<file path="config.mk">
export PLATFORM = sky130hd
export DESIGN_NAME = customer
export DESIGN_NICKNAME = d
export VERILOG_FILES = /design/src/rtl/customer_pkg.sv /design/src/rtl/customer_sale_check.sv /design/src/rtl/customer.sv
export SDC_FILE = /design/constraint.sdc
export NUM_CORES = 1
export LEC_CHECK = 0
export ABC_CLOCK_PERIOD_IN_PS = 7400
export CORE_UTILIZATION = 50
export DETAILED_ROUTE_END_ITERATION = 10
export GPL_ROUTABILITY_DRIVEN = 0
export PLACE_DENSITY = 0.76
export REMOVE_ABC_BUFFERS = 1
export SYNTH_ARGS = -nofsm -noshare
export SYNTH_HDL_FRONTEND = slang
export SYNTH_HIERARCHICAL = 1
export SYNTH_SLANG_ARGS = --single-unit
</file>
<file path="constraint.sdc">
create_clock -name clk -period 7.4 [get_ports clk]
set_input_delay 1.48 -clock clk [delete_from_list [all_inputs] [get_ports clk]]
set_output_delay 1.48 -clock clk [all_outputs]
set_load 0.01 [all_outputs]
</file>
<file path="src/rtl/customer_pkg.sv">
// Shared types and default widths for the vending-machine customer purchase unit.
package customer_pkg;

  localparam int unsigned PRICE_W_DEF   = 4;
  localparam int unsigned AMT_W_DEF     = 4;
  localparam int unsigned MONEY_W_DEF   = 7;
  localparam int unsigned ACC_W_DEF     = 9;
  localparam int unsigned ACC_OUT_W_DEF = 5;

  localparam logic [1:0] MODE_CUSTOMER = 2'd1;

  typedef enum logic [1:0] {
    IDLE,
    CALC,
    DONE
  } state_e;

endpackage

</file>
<file path="src/rtl/customer_sale_check.sv">
// Combinational purchase validation: full-width cost and the accept decision.
module customer_sale_check #(
  parameter int unsigned PRICE_W = 4,
  parameter int unsigned AMT_W   = 4,
  parameter int unsigned MONEY_W = 7
) (
  input  logic [PRICE_W-1:0]       price,
  input  logic [AMT_W-1:0]         amount,
  input  logic [MONEY_W-1:0]       money,
  input  logic [AMT_W-1:0]         supply,
  output logic [PRICE_W+AMT_W-1:0] cost,
  output logic                     accept
);

  localparam int unsigned CostW = PRICE_W + AMT_W;
  localparam int unsigned CmpW  = (CostW > MONEY_W) ? CostW : MONEY_W;

  logic [CmpW-1:0] money_ext;
  logic [CmpW-1:0] cost_ext;

  // Product of PRICE_W and AMT_W bits never overflows CostW bits.
  assign cost = CostW'(price) * CostW'(amount);

  always_comb begin
    money_ext = CmpW'(money);
    cost_ext  = CmpW'(cost);
    accept    = (amount != '0) && (amount <= supply) && (money_ext >= cost_ext);
  end

endmodule

</file>
<file path="src/rtl/customer.sv">
// Customer purchase transaction unit: captures a request in customer mode, validates it and
// registers the updated stock and account, or raises redLight and passes them through unchanged.
module customer
  import customer_pkg::*;
#(
  parameter int unsigned PRICE_W   = PRICE_W_DEF,
  parameter int unsigned AMT_W     = AMT_W_DEF,
  parameter int unsigned MONEY_W   = MONEY_W_DEF,
  parameter int unsigned ACC_W     = ACC_W_DEF,
  parameter int unsigned ACC_OUT_W = ACC_OUT_W_DEF
) (
  input  logic                 clk,
  input  logic                 rst_n,
  input  logic [1:0]           mode,
  input  logic [PRICE_W-1:0]   price,
  input  logic [AMT_W-1:0]     amount,
  input  logic [MONEY_W-1:0]   money,
  input  logic [ACC_W-1:0]     mahcineAcc,
  input  logic [AMT_W-1:0]     supply,
  output logic                 redLight,
  output logic [ACC_OUT_W-1:0] machineAcc_out,
  output logic [AMT_W-1:0]     supply_out
);

  localparam int unsigned CostW = PRICE_W + AMT_W;
  localparam int unsigned SumW  = ((ACC_W > CostW) ? ACC_W : CostW) + 1;

  state_e state_q, state_d;

  logic [PRICE_W-1:0] price_q;
  logic [AMT_W-1:0]   amount_q;
  logic [MONEY_W-1:0] money_q;
  logic [ACC_W-1:0]   acc_q;
  logic [AMT_W-1:0]   supply_q;

  logic             capture;
  logic             load_result;
  logic [CostW-1:0] cost;
  logic             accept;
  logic [SumW-1:0]  acc_sum;
  logic [AMT_W-1:0] supply_left;
  logic             unused_sum_hi;

  customer_sale_check #(
    .PRICE_W (PRICE_W),
    .AMT_W   (AMT_W),
    .MONEY_W (MONEY_W)
  ) u_sale_check (
    .price  (price_q),
    .amount (amount_q),
    .money  (money_q),
    .supply (supply_q),
    .cost   (cost),
    .accept (accept)
  );

  // Only the low ACC_OUT_W bits of the sum leave the block.
  assign acc_sum       = SumW'(acc_q) + SumW'(cost);
  assign unused_sum_hi = ^acc_sum[SumW-1:ACC_OUT_W];
  assign supply_left   = supply_q - amount_q;

  always_ff @(posedge clk or negedge rst_n) begin
    if (!rst_n) begin
      state_q <= IDLE;
    end else begin
      state_q <= state_d;
    end
  end

  always_comb begin
    state_d = state_q;
    unique case (state_q)
      IDLE:    if (mode == MODE_CUSTOMER) state_d = CALC;
      CALC:    state_d = (mode == MODE_CUSTOMER) ? DONE : IDLE;
      DONE:    if (mode != MODE_CUSTOMER) state_d = IDLE;
      default: state_d = IDLE;
    endcase
  end

  always_comb begin
    capture     = (state_q == IDLE) && (mode == MODE_CUSTOMER);
    load_result = (state_q == CALC) && (mode == MODE_CUSTOMER);
  end

  always_ff @(posedge clk or negedge rst_n) begin
    if (!rst_n) begin
      price_q  <= '0;
      amount_q <= '0;
      money_q  <= '0;
      acc_q    <= '0;
      supply_q <= '0;
    end else if (capture) begin
      price_q  <= price;
      amount_q <= amount;
      money_q  <= money;
      acc_q    <= mahcineAcc;
      supply_q <= supply;
    end
  end

  always_ff @(posedge clk or negedge rst_n) begin
    if (!rst_n) begin
      redLight       <= 1'b0;
      machineAcc_out <= '0;
      supply_out     <= '0;
    end else if (load_result) begin
      if (accept) begin
        redLight       <= 1'b0;
        supply_out     <= supply_left;
        machineAcc_out <= acc_sum[ACC_OUT_W-1:0];
      end else begin
        redLight       <= 1'b1;
        supply_out     <= supply_q;
        machineAcc_out <= acc_q[ACC_OUT_W-1:0];
      end
    end
  end

endmodule

</file>
Word-level counts from Yosys, hierarchy flattened

Index checks and enable logic that the tools add are counted.

Register bits after elaboration: 36
Output and inout port bits: 10
Logic and storage cells: 34

$add $sub $neg: 2
Multipliers: 1
Magnitude comparators: 2
Equal/unequal tests: 6
Mux-type cells: 7
Reductions and logical operators: 7

Operator list:

| kind                 | number |
|---|---|
| $ge A7 B8 Y1         | 1 |
| $mul A4 B4 Y8        | 1 |
| $mux W2              | 3 |
| $pmux W2 S3          | 1 |
| $add A5 B5 Y5        | 1 |
| $mux W5              | 1 |
| $eq A2 B1 Y1 const B | 2 |
| $le A4 B4 Y1         | 1 |
| $logic_and A1 B1 Y1  | 4 |
| $mux W4              | 1 |
| $ne A2 B1 Y1 const B | 2 |
| $reduce_bool A4 Y1   | 1 |
| $sub A4 B4 Y4        | 1 |
| $eq A2 B2 Y1 const B | 1 |
| $logic_not A2 Y1     | 1 |
| $ne A2 B2 Y1 const B | 1 |
| $reduce_and A2 Y1    | 1 |
| $mux W1              | 1 |

Longest topological paths before layout

Gate-level depths: netlist (run 1).

Depth in word-level cells: 4
Mapped depth: 18
Mapped depth without buffers: 17

Hierarchy

Netlist (run 1), hierarchy kept.

Modules (own cells, without submodules):

| module              | times used | cells an instance | area an instance (sq um) |
|---|---|---|---|
| customer            | 1          | 140               | 1,697.9 |
| customer_sale_check | 1          | 88                | 739.5 |

Worst setup path after synthesis (run 1)

No wires, ideal clock.

Kind: register to register
Start: register amount_q[3]
End: register supply_out[3]
Setup time: 0.130 ns
Arrival time: 4.041 ns
Data required time: 7.270 ns
Path slack: 3.230 ns
Cell stages (with the launch flop): 18
Path buffers: 1
Cell sequence: dfrtp_1 > nand2_1 > fa_1 > inv_1 > fa_1 > fa_1 > a21o_2 > a21oi_1 > xor2_1 > ha_1 > and3_1 > a221o_1 > a31oi_1 > a2111oi_2 > buf_2 > nand2_1 > xor2_1 > o21ai_1

Cells in the longest elaborated chain, start to end: 4
Elaborated cells between the ends (all ways): 8

RTL lines:

| element                                             | RTL line                  | text |
|---|---|---|
| start, declared                                     | customer.sv:31            | `logic [AMT_W-1:0] amount_q;` |
| start signal, assigned                              | customer.sv:94            | `amount_q <= amount;` |
| $mul A4 B4 Y8, or another cell as far along         | customer_sale_check.sv:22 | `assign cost = CostW'(price) * CostW'(amount);` |
| $ge A7 B8 Y1 or $logic_and A1 B1 Y1 (tied branches) | customer_sale_check.sv:27 | `accept = (amount != '0) && (amount <= supply) && (money_ext >= cost_ext);` |
| $logic_and A1 B1 Y1 *                               | customer_sale_check.sv:27 |  |
| named net accept                                    | customer.sv:39            | `logic accept;` |
| $mux W4 *                                           | customer.sv:107           | `if (accept) begin` |
| end signal, assigned                                | customer.sv:109           | `supply_out <= supply_left;` |
| end signal, assigned                                | customer.sv:113           | `supply_out <= supply_q;` |
| end, declared                                       | customer.sv:22            | `output logic [AMT_W-1:0] supply_out` |

The timed path passes the listed nets; every way through them passes the cells marked *.
A chain may end at the register's enable or synchronous reset.

Worst setup path after layout (run 1)

Start: register amount_q[3]
End: register machineAcc_out[1]

Cells in the longest elaborated chain, start to end: 4
Elaborated cells between the ends (all ways): 7

RTL lines:

| element                                             | RTL line                  | text |
|---|---|---|
| $mul A4 B4 Y8, or another cell as far along         | customer_sale_check.sv:22 |  |
| $ge A7 B8 Y1 or $logic_and A1 B1 Y1 (tied branches) | customer_sale_check.sv:27 |  |
| $logic_and A1 B1 Y1 *                               | customer_sale_check.sv:27 |  |
| named net accept                                    | customer.sv:39            |  |
| $mux W5 *                                           | customer.sv:107           |  |
| end signal, assigned                                | customer.sv:110           | `machineAcc_out <= acc_sum[ACC_OUT_W-1:0];` |
| end signal, assigned                                | customer.sv:114           | `machineAcc_out <= acc_q[ACC_OUT_W-1:0];` |
| end, declared                                       | customer.sv:21            | `output logic [ACC_OUT_W-1:0] machineAcc_out,` |

Marks and branches as above.

==> results.md, run 1 <==
- Site Rows: 25
- Clock Latency Late Sink: 0.30 ns
- Ant. Diodes: 0
- Fmax: 0.2221 GHz
- CP cell instances: nand2_1 > fa_1 > inv_1 > fa_1 > fa_1 > a21o_2 > a21oi_1 > xor2_1 > ha_1 > and3_1 > a221o_1 > a31oi_1 > a2111oi_2 > buf_4 > mux2_2 > o21ai_0
- Crit-path leading delay family: adder cells
- Hold_buf cts: 0
- Sw frac: 0.3685
- Tcrit/Tclk final: 0.6086
- Vias in the first global route: 1682
- Maximum VDD drop: 0.0001710 V
- R2R Setup Slk: 2.90 ns
- Crit path required time: 7.62 ns
- Levels on crit path: 16
- Cell-internal power: 0.6058 mW
- CTS Buf Count: 5
- Final Cell Area: 2945 um2
- CTS tree: built
- Slew Limit Fails: 0
- Final antenna-violating net count: 0
- Root buffer cell: clkbuf_8
- Clk pwr share: 0.183
- Crit Path Max Fanout: 12
- Setup bufs post-CTS: 0
- Reg power frac: 0.303
- Worst path most repeated cell: fa_1
- Design Power: 0.9593 mW
- Initial Util: 0.5187
- Kind of critical path: reg2reg
- H-Tree Depth: 2
- Tot GR Track Use: 0.1924
- Core area: 4692 um2
- Vias post-DR: 1721
- First-pass DRT Iterations: 4
- Initial antenna violation count: 0
- Unrepaired setup endpoints after global routing: no
- Total Wirelength: 4.273 mm
- First-pass GRT wire length: 7.521 mm
- Comb pwr share: 0.514
- CTS clk-pin slew, worst paths: 0.08 ns
- Mapped Cells: 227
- Critical Path Max Stage Delay: 0.54 ns
- Setup violators final: 0
- Reg2Reg Depth: 16
- Commonest non-fill, non-tap cells in the layout: dfrtp_1, clkdlybuf4s50_1, ha_1
- Slew @ Worst Pin: 0.7913 ns
- PD cells: 325.7 nW/um2
- Crit end category: register
- I/O Buffers: 37
- Yosys warning count: 6
- TNS Setup: 0 ns
- Largest net degree at the start of global routing: 37
- I/O pin cnt: 42
- Placed instance area: 2834 um2
- Fraction of layout cells with a size suffix above 1: 0.1455
- Slowest CP cell: fa_1
- Die Y: 71.77 um
- Number of buffers and inverters on the critical path: 2
- Initial DRC Count: 59
- Lkg Pwr: 1.387 nW
- Area added between synthesis and finish: 21.03%
- Remaining DRCs: 0
- Grt total ovfl: 0
- NetSw: 0.3535 mW
- Crit path DAT: 4.72 ns
- Fin crit period: 4.503 ns
- Post-DP HPWL: 3.156 mm
- Worst-case clock buffer depth: 2
- DIE WIDTH: 71.77 um
- Fill count: 384
- Outcome: finished clean
- CTS Sinks: 36
- Avg Inst Size Synth: 10.72 um2
- PostCTS Resize Cnt: 0
- Final hold vios: 0
- Max Cap Viol: 0
- Startpoint Class: register
- Via density: 5.345
- Routed WL per cell: 13.27 um
- Hold depth: 2
- Mapped Area: 2434 um2
- Die area: 5150 um2
- Layout net count: 335
- Clk_skew: 0.007160 ns
- Hold Path Class: reg2reg
- Max_slew headroom: 0.4725
[final cells by class]
cell class | instances | area, um2 | share of cell area
Multi-Input combinational cell | 163 | 1403 | 0.4762
Clock inverter | 3 | 42.54 | 0.01444
Clock buffer | 5 | 68.82 | 0.02336
Tap cell | 54 | 67.56 | 0.02294
Sequential cell | 36 | 900.9 | 0.3059
Inverter | 22 | 82.58 | 0.02804
Timing Repair Buffer | 39 | 380.4 | 0.1291
[tightest hold or removal path, stage by stage (launching register included)]
cell     delay (ns)
dfrtp_1        0.34
nand2_1        0.04
o21ai_0        0.06
[per-layer routing]
layer / global-route usage / vias up / part of all wire
met5: 0 / - / 0
met4: 0.07190 / 0 / 0.018
met3: 0.05345 / 7 / 0.044
met2: 0.3145 / 33 / 0.47
met1: 0.2437 / 826 / 0.47
li1: - / 855 / -
[sequential cells by signal, summed over array words and instances, names as in the netlist]
register and count:
redLight 1, amount_q 4, supply_out 4, supply_q 4
machineAcc_out 5, money_q 7, state_q 2, price_q 4
acc_q 5
[stage by stage]
step	util	setup slack (ns)	cells	hold WS (ns)
2_1_floorplan	-	2.794	221	0.4807
3_3_place_gp	0.6040	2.906	314	0.4608
3_5_place_dp	0.6040	2.858	314	0.4692
4_1_cts	0.6277	2.824	322	0.4889
5_1_grt	0.6277	2.648	322	0.5170
6_report	0.6277	2.897	322	0.4790
[power groups by stage]
stage                     combinational [mW]  sequential (mW)  clock (mW)
after CTS                              0.500            0.291       0.178
after detailed placement               0.495            0.294           0
final                                  0.493            0.291       0.176
after global routing                   0.558            0.300       0.189
after floorplan                        0.335            0.297           0
after global placement                 0.479            0.294           0
[final timing paths]
| path | from | end |
|---|---|---|
| worst max-delay path | amount_q[3]$_DFFE_PN0P_ | machineAcc_out[1]$_DFFE_PN0N_ |
| min in group asynchronous | rst_n | supply_out[3]$_DFFE_PN0N_ |
| worst min register to register | supply_out[1]$_DFFE_PN0N_ | supply_out[1]$_DFFE_PN0N_ |
| worst min-delay path | supply_out[1]$_DFFE_PN0N_ | supply_out[1]$_DFFE_PN0N_ |
| max in group asynchronous | rst_n | supply_q[3]$_DFFE_PN0P_ |
| worst max register to register | amount_q[3]$_DFFE_PN0P_ | machineAcc_out[1]$_DFFE_PN0N_ |
Note: power is estimated with default switching activity, not from simulation.
==> run 2, diff against run 1 <==
Settings changed: ABC_CLOCK_PERIOD_IN_PS 7400 to 4400.
Clock period 7.4 ns to 4.4 ns, I/O delays scaled along.
==> run 2 against run 1 <==
  * Critical path depth is the same
  * Register-to-register slack worse by 2.7 ns
  * Sequential power grew 63%
  * Clock power grew 35%
  * Critical path type unchanged
  * Largest cell class unchanged
==> results.md, run 2 (same netlist as run 1, synthesis figures left out) <==
- Worst setup path startpoint: price_q[0]$_DFFE_PN0P_
- Final worst slack: 0.1681 ns
- Root buffer cell: clkbuf_8
- Maximum VDD drop: 0.0003055 V
- Final hold vios: 0
- Initial antenna violation count: 0
- I/O Buffers: 37
- Grt total ovfl: 0
- Tcrit/Tclk final: 0.9618
- Total Wirelength: 4.532 mm
- Initial Util: 0.5187
- Routed WL per cell: 13.29 um
- Largest regs: money_q (7), acc_q (5), machineAcc_out (5)
- Fin crit period: 4.232 ns
- Post-DP HPWL: 3.411 mm
- Post-layout util: 0.6637
- Site Rows: 25
- Reg with most FFs: money_q
- Worst path most repeated cell: fa_2
- PD cells: 561.8 nW/um2
- Commonest non-fill, non-tap cells in the layout: dfrtp_1, clkdlybuf4s50_1, ha_1
- Area added between synthesis and finish: 27.97%
- Final Cell Area: 3114 um2
- Die area: 5150 um2
- Vias in the first global route: 1788
- Max_slew headroom: 0.4763
- Slowest CP cell: fa_1
- Max Cap Viol: 0
- Lkg Pwr: 1.477 nW
- Ant. Diodes: 0
- CTS clk-pin slew, worst paths: 0.07 ns
- Tot GR Track Use: 0.1941
- Largest net degree at the start of global routing: 37
- Design Power: 1.750 mW
- Remaining DRCs: 0
- Layout net count: 354
- CP cell instances: nand2_1 > fa_1 > inv_1 > fa_2 > fa_2 > a21o_2 > a21oi_2 > xor2_1 > ha_1 > and3_4 > a221o_1 > a31oi_4 > a2111oi_4 > buf_4 > mux2_2 > o21ai_0
- First-pass DRT Iterations: 4
- Multi-input logic area: 1448 um2
- Initial DRC Count: 77
- H-Tree Depth: 2
- Worst Hold Launch: supply_out[1]$_DFFE_PN0N_
- Slew Limit Fails: 0
- Reg2reg start: price_q[0]$_DFFE_PN0P_
- Clock Latency Late Sink: 0.28 ns
- Sequential cell area: 900.9 um2
- Final antenna-violating net count: 0
- Fmax: 0.2363 GHz
- Max reg flops: 7
- CTS tree: built
- Crit Path Max Fanout: 4
- Worst-case clock buffer depth: 2
- Placed instance area: 2954 um2
- DIE WIDTH: 71.77 um
- Startpoint Class: register
- Vias post-DR: 1775
- Dpl ws: -0.4706 ns
- Kind of critical path: reg2reg
- Crit path required time: 4.60 ns
- Via density: 5.205
- Slew @ Worst Pin: 0.7856 ns
- Placed Cells: 330
- CTS Buf Count: 5
- Clk_skew: 0.005045 ns
- Critical Path Max Stage Delay: 0.56 ns
- Outcome: finished clean
- Fill count: 361
- First-pass GRT wire length: 7.762 mm
- Die Y: 71.77 um
- I/O pin cnt: 42
- Crit end category: register
- TNS Setup: 0 ns
- Hold Path Class: reg2reg
- Final cell count without fillers: 341
- CTS Sinks: 36
- Core area: 4692 um2
- Setup violators final: 0
- Worst hold slack: 0.4811 ns
- Fraction of layout cells with a size suffix above 1: 0.2230
- Crit path DAT: 4.43 ns
## run 2: cell count changes in the layout (fill, tap and decap cells not counted), moves of 2 or more
| cell | delta |
|---|---|
| a21oi_2 | +2 |
| fa_1 | -2 |
| a21oi_1 | -2 |
| buf_4 | +19 |
| fa_2 | +2 |
## run 2: layer usage
layer  vias to the layer above  routed length, um  global-route usage  share of wire
li1                        895                  -                   -              -
met2                        36               2218              0.3249           0.49
met5                         -                  0                   0              0
met3                         9                142             0.03938          0.031
met1                       835               2096              0.2516           0.46
met4                         0                 75             0.06536          0.017
## run 2: path summary, 6_finish.rpt
kind / end / slack (ns) / cells after the start
worst min-delay path: supply_out[1]$_DFFE_PN0N_ / 0.48 / 2
min in group asynchronous: price_q[2]$_DFFE_PN0P_ / 0.68 / 1
worst max-delay path: machineAcc_out[1]$_DFFE_PN0N_ / 0.17 / 16
worst min register to register: supply_out[1]$_DFFE_PN0N_ / 0.48 / 2
worst max register to register: machineAcc_out[1]$_DFFE_PN0N_ / 0.17 / 16
max in group asynchronous: machineAcc_out[1]$_DFFE_PN0N_ / 3.22 / 1
## run 2: cell type report
class / instances / share of cell area
Clock buffer: 6 / 0.02652
Clock inverter: 2 / 0.003214
Inverter: 22 / 0.02652
Multi-Input combinational cell: 163 / 0.4648
Sequential cell: 36 / 0.2893
Tap cell: 54 / 0.02170
Timing Repair Buffer: 58 / 0.1679
## run 2: timing repair
action                                  CTS  global route
endpoints found under the setup margin   10            10
setup buffers                             3             0
hold buffers                              0             0
pin swaps                                 1             2
gates cloned                              0             0
resized for setup                         3             5
endpoints found under the hold margin     0             0
## run 2: critical path: cells and delay by family, from the launching register on
| kind | cells | cell delay [ns] |
|---|---|---|
| AO/OA/AOI/OAI | 6 | 1.12 |
| XOR/XNOR | 1 | 0.10 |
| buffers and inverters | 2 | 0.25 |
| adder cells (fa/ha/maj) | 4 | 1.72 |
| multiplexers | 1 | 0.32 |
| flip-flops | 1 | 0.35 |
| AND/OR/NAND/NOR | 2 | 0.29 |
## run 2: where the power goes
part | leakage (nW) | switching [mW] | total, mW | internal [mW]
Combinational | 0.990 | 0.468 | 1.04 | 0.568
Sequential | 0.437 | 0.0556 | 0.475 | 0.419
Clock | 0.0510 | 0.114 | 0.238 | 0.125
==> RTL edit, RTL diff (config.mk and constraints of run 1) <==
Register the output `supply_out` once more, without a reset; this adds one clock of latency there. The other outputs are not delayed to match.
--- a/src/rtl/customer.sv
+++ b/src/rtl/customer.sv
@@ -26,2 +26,4 @@
   localparam int unsigned SumW  = ((ACC_W > CostW) ? ACC_W : CostW) + 1;
+
+  logic [AMT_W-1:0] supply_s0;
 
@@ -104,3 +106,3 @@
       machineAcc_out <= '0;
-      supply_out     <= '0;
+      supply_s0      <= '0;
     end else if (load_result) begin
@@ -108,3 +110,3 @@
         redLight       <= 1'b0;
-        supply_out     <= supply_left;
+        supply_s0      <= supply_left;
         machineAcc_out <= acc_sum[ACC_OUT_W-1:0];
@@ -112,3 +114,3 @@
         redLight       <= 1'b1;
-        supply_out     <= supply_q;
+        supply_s0      <= supply_q;
         machineAcc_out <= acc_q[ACC_OUT_W-1:0];
@@ -118,2 +120,6 @@
 
+  always_ff @(posedge clk) begin
+    supply_out <= supply_s0;
+  end
+
 endmodule
Behaviour: not the same (a bounded check fails within 4 cycles, from zero or initial values and one cycle with rst_n low).
==> RTL edit against run 1 <==
Design area up 4.0%. Count of clock-buffer cells in the layout up 1. Power grew 8.2%. Sequential cell count up 4. Wire length grew 4.4%. Sequential share of layout area increased by 1.4 points. Sequential power up 12%. Critical path type unchanged. Maximum frequency shrank 1.8%. Synthesized area rose by 3.5%. Synthesized cell count is 1.8% higher. Setup slack lost 0.084 ns.
==> RTL edit: results (changes against run 1) <==
- Number of cells upsized or downsized after cts: 0 (unchanged)
- Max-slew violations: 0 (unchanged)
- Max-cap violation count: 0 (unchanged)
- Worst-path maximum fanout: 12 (unchanged)
- Antenna violations before repair: 0 (unchanged)
- Fill cell total of the finished layout: 398 (was 384)
- Via Count: 1718 (was 1721)
- Signal arrival time at the worst endpoint: 4.80 ns (was 4.72 ns)
- Pre-Repair DR Iteration Count: 4 (unchanged)
- Largest net degree at the start of global routing: 37 (unchanged)
- Class of the tightest hold or removal check: reg2reg (unchanged)
- Synth warnings: 6 (unchanged)
- Post-Route WL: 4460 um (was 4270 um)
- Setup slack after placement: 2.81 ns (was 2.86 ns)
- HPWL Detailed: 3320 um (was 3160 um)
- Combined global-route utilization of all metal layers: 19.0% (was 19.2%)
- Max-slew headroom: 46.4% (was 47.2%)
- Status: finished clean (unchanged)
- Share of layout cells above drive strength 1: 14.0% (was 14.6%)
- Worst Skew: 0.00872 ns (was 0.00716 ns)
- Final nets: 339 (was 335)
- Post-CTS Setup Bufs: 0 (unchanged)
- Port bufs: 37 (unchanged)
- Clock root buffer: clkbuf_8 (unchanged)
- Critical-path cell with the highest stage delay: fa_1 (unchanged)
- Largest voltage drop on the vdd net: 0.196 mV (was 0.171 mV)
- Leakage component of the power: 1.43 nW (was 1.39 nW)
- Peak per-stage delay on the critical path: between 0.5 and 0.6 ns
- Wire length of the first global-routing pass: 7570 um (was 7520 um)
- Initial DRC Count: 76 (was 59)
- Clock latency of the later-clocked register in the worst-skew pair: between 0.2 and 0.3 ns
- CTS buffer count: 5 (unchanged)
[RTL edit: cell count changes in the layout (fill, tap and decap cells not counted), sizes merged]
cell	change
clkinvlp	-1
clkbuf	+1
clkinv	-1
dfxtp	+4
bufinv	+1
[RTL edit: worst paths after layout]
check,startpoint,depth (start not counted),to,slack [ns]
setup reg to reg,amount_q[3],16,machineAcc_out[1],2.81
setup / recovery,amount_q[3],16,machineAcc_out[1],2.81
hold reg to reg,supply_s0[2],0,supply_out[2],0.38
max in group asynchronous,rst_n,1,supply_s0[1],5.61
min in group asynchronous,rst_n,1,amount_q[2],1.26
hold / removal,supply_s0[2],0,supply_out[2],0.38
[RTL edit: cell type report]
cell class / count / share of cell area (%)
clock buffers: 6 / 2.37
clock inverters: 2 / 1.96
inverters: 22 / 2.70
multi-input cells: 163 / 45.8
flip-flops and latches: 40 / 32.0
well taps: 67 / 2.74
repair buffers: 39 / 12.4
[RTL edit: per-stage QoR]
stage	area, um^2	util, %	hold WS [ns]	power [W]	instances
floorplan	2470	-	0.347	0.000667	225
global placement	2930	61.2	0.354	0.000810	331
detailed placement	2930	61.2	0.361	0.000832	331
CTS	3060	64.0	0.379	0.00105	339
global route	3060	64.0	0.389	0.00113	339
finish	3060	64.0	0.376	0.00104	339
[RTL edit: metal layers]
metal	GRT usage, %	share of wire [%]	vias to the layer above
li1	-	-	868
met1	24.7	46	807
met2	31.4	49	35
met3	3.73	3.2	8
met4	6.75	1.7	0
met5	0	0	-
[RTL edit: where the power goes]
group / switching, W / internal [W]
clock network: 0.0000774 / 0.000135
logic: 0.000241 / 0.000261
registers: 0.0000431 / 0.000282
